[config.mk]
export PLATFORM = sky130hd
export DESIGN_NAME = wb_write_arbiter
export DESIGN_NICKNAME = d
export VERILOG_FILES = /design/src/rtl/wb_pkg.sv /design/src/rtl/wb_result_fifo.sv /design/src/rtl/wb_write_arbiter.sv
export SDC_FILE = /design/constraint.sdc
export NUM_CORES = 1
export LEC_CHECK = 0
export BUFFER_PORTS_ARGS = -buffer_cell sky130_fd_sc_hd__buf_2
export CORE_MARGIN = 2
export CORE_UTILIZATION = 61
export DETAILED_ROUTE_END_ITERATION = 8
export PLACE_DENSITY = 0.95
export SYNTH_ARGS = -nofsm -noshare
export SYNTH_HDL_FRONTEND = slang
export SYNTH_SLANG_ARGS = --single-unit
[constraint.sdc]
create_clock -name clk -period 3.9 [get_ports clk]
set_input_delay 0.585 -clock clk [delete_from_list [all_inputs] [get_ports clk]]
set_output_delay 0.585 -clock clk [all_outputs]
set_load 0.02 [all_outputs]
[src/rtl/wb_pkg.sv]
// Shared types and defaults for the register-file writeback arbiter.
// Latency: n/a (types and constants only).
// Backpressure: n/a.
package wb_pkg;

    // Datapath width; mirrors BITS from common_params.
    localparam int WB_BITS         = 32;
    localparam int WB_FIFO_DEPTH   = 4;
    localparam int WB_STARVE_LIMIT = 8;

    // One buffered long-latency result: destination register plus data.
    typedef struct packed {
        logic [4:0]         rd;
        logic [WB_BITS-1:0] data;
    } wb_entry_t;

endpackage

[src/rtl/wb_result_fifo.sv]
// Synchronous FIFO of wb_entry_t holding coprocessor/divider results awaiting the write port.
// Latency: an entry pushed at edge N is visible at head_dat after edge N and can be popped at edge N+1.
// Backpressure: push ignored when full, pop ignored when empty; caller gates with full/empty.
module wb_result_fifo
    import wb_pkg::*;
#(
    parameter int DEPTH = WB_FIFO_DEPTH,
    localparam int AW   = $clog2(DEPTH)
) (
    input  logic      clk,
    input  logic      rst,
    input  logic      push,
    input  wb_entry_t push_dat,
    input  logic      pop,
    output wb_entry_t head_dat,
    output logic      full,
    output logic      empty,
    output logic [AW:0] count
);

    wb_entry_t         mem [DEPTH];
    logic [AW-1:0]     wr_ptr;
    logic [AW-1:0]     rd_ptr;
    logic              do_push;
    logic              do_pop;

    assign full     = (count == (AW+1)'(DEPTH));
    assign empty    = (count == '0);
    assign do_push  = push & ~full;
    assign do_pop   = pop & ~empty;
    assign head_dat = mem[rd_ptr];

    // Pointers and occupancy; DEPTH is a power of two so pointers wrap naturally.
    always_ff @(posedge clk) begin
        if (rst) begin
            wr_ptr <= '0;
            rd_ptr <= '0;
            count  <= '0;
        end else begin
            if (do_push) wr_ptr <= wr_ptr + AW'(1);
            if (do_pop)  rd_ptr <= rd_ptr + AW'(1);
            case ({do_push, do_pop})
                2'b10:   count <= count + (AW+1)'(1);
                2'b01:   count <= count - (AW+1)'(1);
                default: count <= count;
            endcase
        end
    end

    // Storage write; contents need no reset since occupancy gates every read.
    always_ff @(posedge clk) begin
        if (do_push) mem[wr_ptr] <= push_dat;
    end

endmodule

[src/rtl/wb_write_arbiter.sv]
// Merges pipe writeback and buffered long-latency results onto one registered RF write port; tracks pending dests.
// Latency: one edge from selection to rf_*; a pushed result pops no earlier than the following edge.
// Backpressure: cop_ready drops when the FIFO is full; with WB_STARVE_GUARD_EN, wb_stall freezes the pipe after STARVE_LIMIT blocked cycles.
module wb_write_arbiter
    import wb_pkg::*;
#(
    parameter int BITS         = WB_BITS,
    parameter int FIFO_DEPTH   = WB_FIFO_DEPTH,
    parameter int STARVE_LIMIT = WB_STARVE_LIMIT
) (
    input  logic                        clk,
    input  logic                        rst,
    input  logic                        pipe_wen,
    input  logic [4:0]                  pipe_rd,
    input  logic [BITS-1:0]             pipe_data,
    input  logic                        cop_valid,
    input  logic [4:0]                  cop_rd,
    input  logic [BITS-1:0]             cop_data,
    output logic                        cop_ready,
    input  logic                        issue_valid,
    input  logic [4:0]                  issue_rd,
    input  logic [4:0]                  chk_rs1,
    input  logic [4:0]                  chk_rs2,
    input  logic [4:0]                  chk_rd,
    output logic                        busy1,
    output logic                        busy2,
    output logic                        busy_rd,
    output logic                        wb_stall,
    output logic                        rf_wen,
    output logic [4:0]                  rf_rd,
    output logic [BITS-1:0]             rf_data,
    output logic [$clog2(FIFO_DEPTH):0] fifo_count
);

    wb_entry_t   push_dat;
    wb_entry_t   head;
    logic        full;
    logic        empty;
    logic        push;
    logic        pop;
    logic        pipe_req;
    logic        pipe_sel;
    logic [31:0] pending;
    logic [31:0] pending_nxt;

    assign cop_ready     = ~full & ~rst;
    assign push          = cop_valid & cop_ready;
    assign push_dat.rd   = cop_rd;
    assign push_dat.data = cop_data;

    // A pipe write to r0 is treated as idle so it never blocks draining.
    assign pipe_req = pipe_wen & (pipe_rd != 5'd0);

`ifdef WB_STARVE_GUARD_EN
    localparam int CW = $clog2(STARVE_LIMIT + 1);

    logic [CW-1:0] starve_cnt;
    logic          stall_q;

    assign wb_stall = stall_q;
    // While stalled the FIFO head wins and any pipe write is dropped.
    assign pipe_sel = pipe_req & ~stall_q;

    // Starvation counter: count blocked pops, raise stall at the limit, clear both on any pop.
    always_ff @(posedge clk) begin
        if (rst) begin
            starve_cnt <= '0;
            stall_q    <= 1'b0;
        end else if (pop) begin
            starve_cnt <= '0;
            stall_q    <= 1'b0;
        end else if (!empty && pipe_req) begin
            starve_cnt <= starve_cnt + CW'(1);
            if (starve_cnt + CW'(1) == CW'(STARVE_LIMIT)) stall_q <= 1'b1;
        end
    end

    a_no_pipe_during_stall: assert property (@(posedge clk) disable iff (rst)
        !(stall_q && pipe_req));
`else
    assign wb_stall = 1'b0;
    assign pipe_sel = pipe_req;
`endif

    assign pop = ~empty & ~pipe_sel;

    wb_result_fifo #(.DEPTH(FIFO_DEPTH)) u_fifo (
        .clk      (clk),
        .rst      (rst),
        .push     (push),
        .push_dat (push_dat),
        .pop      (pop),
        .head_dat (head),
        .full     (full),
        .empty    (empty),
        .count    (fifo_count)
    );

    // Registered write port: pipe first, else FIFO head, else idle holding rd/data.
    always_ff @(posedge clk) begin
        if (rst) begin
            rf_wen  <= 1'b0;
            rf_rd   <= '0;
            rf_data <= '0;
        end else if (pipe_sel) begin
            rf_wen  <= 1'b1;
            rf_rd   <= pipe_rd;
            rf_data <= pipe_data;
        end else if (pop) begin
            rf_wen  <= (head.rd != 5'd0);
            rf_rd   <= head.rd;
            rf_data <= head.data;
        end else begin
            rf_wen  <= 1'b0;
        end
    end

    // Scoreboard update: clear on pop first, then set on issue so a same-index set wins; r0 never pending.
    always_comb begin
        pending_nxt = pending;
        if (pop) pending_nxt[head.rd] = 1'b0;
        if (issue_valid && issue_rd != 5'd0) pending_nxt[issue_rd] = 1'b1;
        pending_nxt[0] = 1'b0;
    end

    // Scoreboard register.
    always_ff @(posedge clk) begin
        if (rst) pending <= '0;
        else     pending <= pending_nxt;
    end

    // Hazard queries read the registered vector; a same-cycle pop is not bypassed.
    assign busy1   = pending[chk_rs1];
    assign busy2   = pending[chk_rs2];
    assign busy_rd = pending[chk_rd];

    a_issue_not_pending: assert property (@(posedge clk) disable iff (rst)
        !(issue_valid && issue_rd != 5'd0 && pending[issue_rd]));

    a_param_sane: assert property (@(posedge clk)
        (FIFO_DEPTH >= 2) && ((FIFO_DEPTH & (FIFO_DEPTH - 1)) == 0) && (STARVE_LIMIT >= 1));

endmodule

==> results <==
- The critical path class is flop to flop.
- The per-instance average area after synthesis is 13.8 um^2.
- The cell with the biggest individual delay on the critical path is a211oi_1.
- Once the clock tree was built, the resizer swapped 0 gates to a different size.
- After filler insertion, the fill cell instance count of the layout stands at 934.
- The sum of negative setup slack is 0 ns.
- The kind of end point of the critical path is a flop.
- The count of flip-flops with a built-in enable after synthesis is 148.
- The capture point of the worst path is u_fifo.count[2].
- In this run the worst setup path begins at u_fifo.count[0].
- The count of TritonRoute iterations in the first routing pass is 5.
- The sum of buffers and inverters on the critical path is 1.
- The multi-input combinational cells in the finished layout cover a total of 3500 um^2.
- The path class of the lowest-slack min-delay path is primary input to flop.
- The first global-routing pass estimated 37900 um of wire.
- The starting DRC count in detailed routing is 840.
- The number of nets with antenna violations after routing is 0.
- The count of port buffers added during placement is 143.
- Power spread over the standard cell area amounts to 538 nW/um^2.
- The area share of the largest cell type after synthesis is 45.8%.
- Setup violations remaining at the end of the flow were counted as 0.
- The CTS sink count is 226.
- IR analysis of the VDD net gives a maximum drop of 0.000490 V.
- The slew of the pin with the lowest slew margin is 0.986 ns.
- In this run the cell area of the synthesized design comes to 9700 um^2.
- Counting buffers and inverters, the worst setup path is 8 cells deep.
- The flow ran to the end, and the final reports show no timing, DRC or antenna violations.
- The x dimension of the die is 130 um.
- For this run, the slowest stage of the critical path takes 0.74 ns.
- For this block, the routed nets add up to 24900 um of wire.
- The initial antenna violation count was 3.
- The I/O pin total is 145.
- The internal reg-to-reg setup slack is 1.08 ns.
- The largest buffer count on any clock path is 3.
- At the end of routability-driven placement, the weighted congestion stood at 0.903.
- After layout, the worst setup slack is 1.08 ns.
- The depth of the worst register-to-register path is 8.
- The synthesized instance count is 704.
- Yosys printed 0 warnings.
- Global routing finished with a remaining overflow of 0.
- The later-pin clock latency in the skew report is 0.50 ns.
- Among all cell types in the netlist, the one instantiated most often is edfxtp_1.
- The overall die area is 16900 um^2.
- The count of cell types in the netlist is 46.
- For the final database, setup skew stands at 0.0114 ns.
- The initial utilization of the core area, before any placement, comes to 61.7%.
- The worst register-to-register path ends at u_fifo.count[2].
- In the synthesized netlist, the cells that appear most often are edfxtp_1, nand2_1, nor2_1, dfxtp_1, mux4_2.
- Detailed placement finished with a half-perimeter wire length of 15700 um.
- For the worst setup path, the data arrival time is 3.25 ns.
- The total CTS buffers is 22.
- The synthesized design contains 226 register bits.
- The share of the Yosys chip area taken by registers is 61.9%.
- After synthesis, the cell types taking the most area are edfxtp_1, dfxtp_1, mux4_2.
- Hold repair after CTS inserted 0 buffers.
- The signal on the critical path passes through nor2_1, a211oi_1, inv_1, ha_1, fa_1, xnor2_1, or3_1, a21oi_1.
- The analysis attributes to cell leakage a power of 3.97 nW.
- The area growth from synthesis to layout is 17.0%.
- The worst setup path is launched from a flop.
- The critical-path maximum fanout is 8.
- The via count of the first global-routing pass came to 6764.
- The post-CTS repair timing setup buffer count is 0.
- Detailed routing inserted a total of 7046 vias.
- The tree is rooted in a clkbuf_16.
- Dividing the detail-routed via count by the number of cells gives 6.61.
- The floorplan core area is 15700 um^2.
- The total global-route track usage is 29.5%.
- Setup repair after global routing left no endpoint under its margin.
- The largest area contributor in the synthesized netlist is edfxtp_1.
- When the netlist entered floorplanning its net count stood at 809.
- The worst setup slack before clock tree synthesis is 1.07 ns.
- The remaining max-slew budget at the tightest pin is 34.3%.
- On the critical path the largest part of the delay comes from compound AO/OA/AOI/OAI gates.
- The CTS tree is done.
- The peak clock frequency supported by timing is 0.354 GHz.
- After layout, the worst path uses 72.4% of the clock period.
- The worst reg2reg path startpoint is u_fifo.count[0].
- The most frequently used flop master after synthesis is edfxtp_1.
- The pin count of the biggest net entering global routing is 79.
- The average routed wire per standard cell is 23.4 um.
- In this run the vertical extent of the chip is 130 um.
- The net total in the final layout is 938.
- Registers take 6010 um^2.
- The required time of the worst setup path is 4.32 ns.
- After floorplanning, the core was divided into 46 placement rows.
- The number of levels the H-tree was split into is 1.
- The post-CTS clock slew at the launch and capture registers of the worst setup and hold paths is 0.07 ns.
- The final count of pins violating max slew is 0.
- The number of hold violations in the final report is 0.
- For the finished layout, the period the worst path requires is 2.82 ns.
- The reported max-cap violation count is 0.
- The DRC violation count after routing is 0.
- The post-route netlist has 30.7% of its cells at a drive strength greater than 1.
- The share of flip-flops with an asynchronous set or reset after synthesis is 0%.
==> worst reg2reg max path, cell delays in order (launching register included) <==
cell and delay, ns:
dfxtp_1 0.47, nor2_1 0.11, a211oi_1 0.74, inv_1 0.13
ha_1 0.27, fa_1 0.41, xnor2_1 0.16, or3_1 0.31
a21oi_1 0.15
==> worst min-delay path by stage <==
stage,startpoint,cells after the start,to
floorplan,pending[13],2,pending[13]
CTS,cop_data[9],1,u_fifo.mem[2][9]
detailed placement,rf_data[23],2,rf_data[23]
finish,cop_data[5],1,u_fifo.mem[0][5]
global placement,rf_data[24],2,rf_data[24]
global route,cop_data[23],1,u_fifo.mem[0][23]
==> final cells by class <==
type,instances,share of cell area (%)
well taps,216,2.38
inverters,6,0.198
clock buffers,31,5.60
diodes,1,0.0221
flip-flops and latches,226,52.9
repair buffers,152,6.90
multi-input cells,425,30.8
clock inverters,9,1.12
==> sequential cells by signal, summed over array words and instances (netlist names), named ones only <==
register,cells
u_fifo.rd_ptr,2
pending,31
rf_rd,5
u_fifo.mem,148
rf_wen,1
rf_data,32
u_fifo.wr_ptr,2
u_fifo.count,3
==> layer usage <==
| metal | global-route usage (%) | share of wire, % | routed length (um) |
|---|---|---|---|
| met1 | 38.5 | 36 | 9060 |
| met2 | 49.6 | 50 | 12300 |
| met3 | 6.11 | 9.9 | 2480 |
| met4 | 11.0 | 4.2 | 1040 |
| met5 | 0 | 0.032 | 8 |
==> kinds of logic after synthesis <==
| group | synth area share (%) |
|---|---|
| AOI/OAI and AO/OA | 8.43 |
| and+or+nand+nor | 10.2 |
| adders and majority gates | 0.851 |
| DFF | 61.9 |
| buffers and inverters | 2.30 |
| other | 0.0387 |
| muxes | 15.8 |
| xor gates and xnor gates | 0.451 |
==> report_power, final <==
part           internal (W)  leakage, nW  total (W)  switching [W]
Clock               0.00134        0.371    0.00222       0.000884
Sequential          0.00269         1.99    0.00277      0.0000891
Combinational      0.000386         1.62    0.00111       0.000725
Total               0.00441         3.97    0.00611        0.00170
==> layout by cell type (no fill, tap or decap), drive strengths merged, types with 18 or more instances in the layout <==
master,netlist,final
buf,16,152
edfxtp,148,148
nand2,87,87
nor2,80,80
dfxtp,78,78
mux4,58,58
a311oi,40,40
clkbuf,31,31
a21oi,26,26
mux2i,18,18
==> per-stage QoR <==
step	instances	hold WS [ns]	utilization [%]	power (W)	cell area [um^2]
5_1_grt	1065	0.292	72.2	0.00630	11300
4_1_cts	1065	0.293	72.2	0.00610	11300
2_1_floorplan	704	0.459	-	0.00351	9700
6_report	1066	0.297	72.2	0.00611	11300
3_5_place_dp	1025	0.470	67.3	0.00388	10600
3_3_place_gp	1025	0.465	67.3	0.00384	10600
Power figures use the tool's default switching activity.
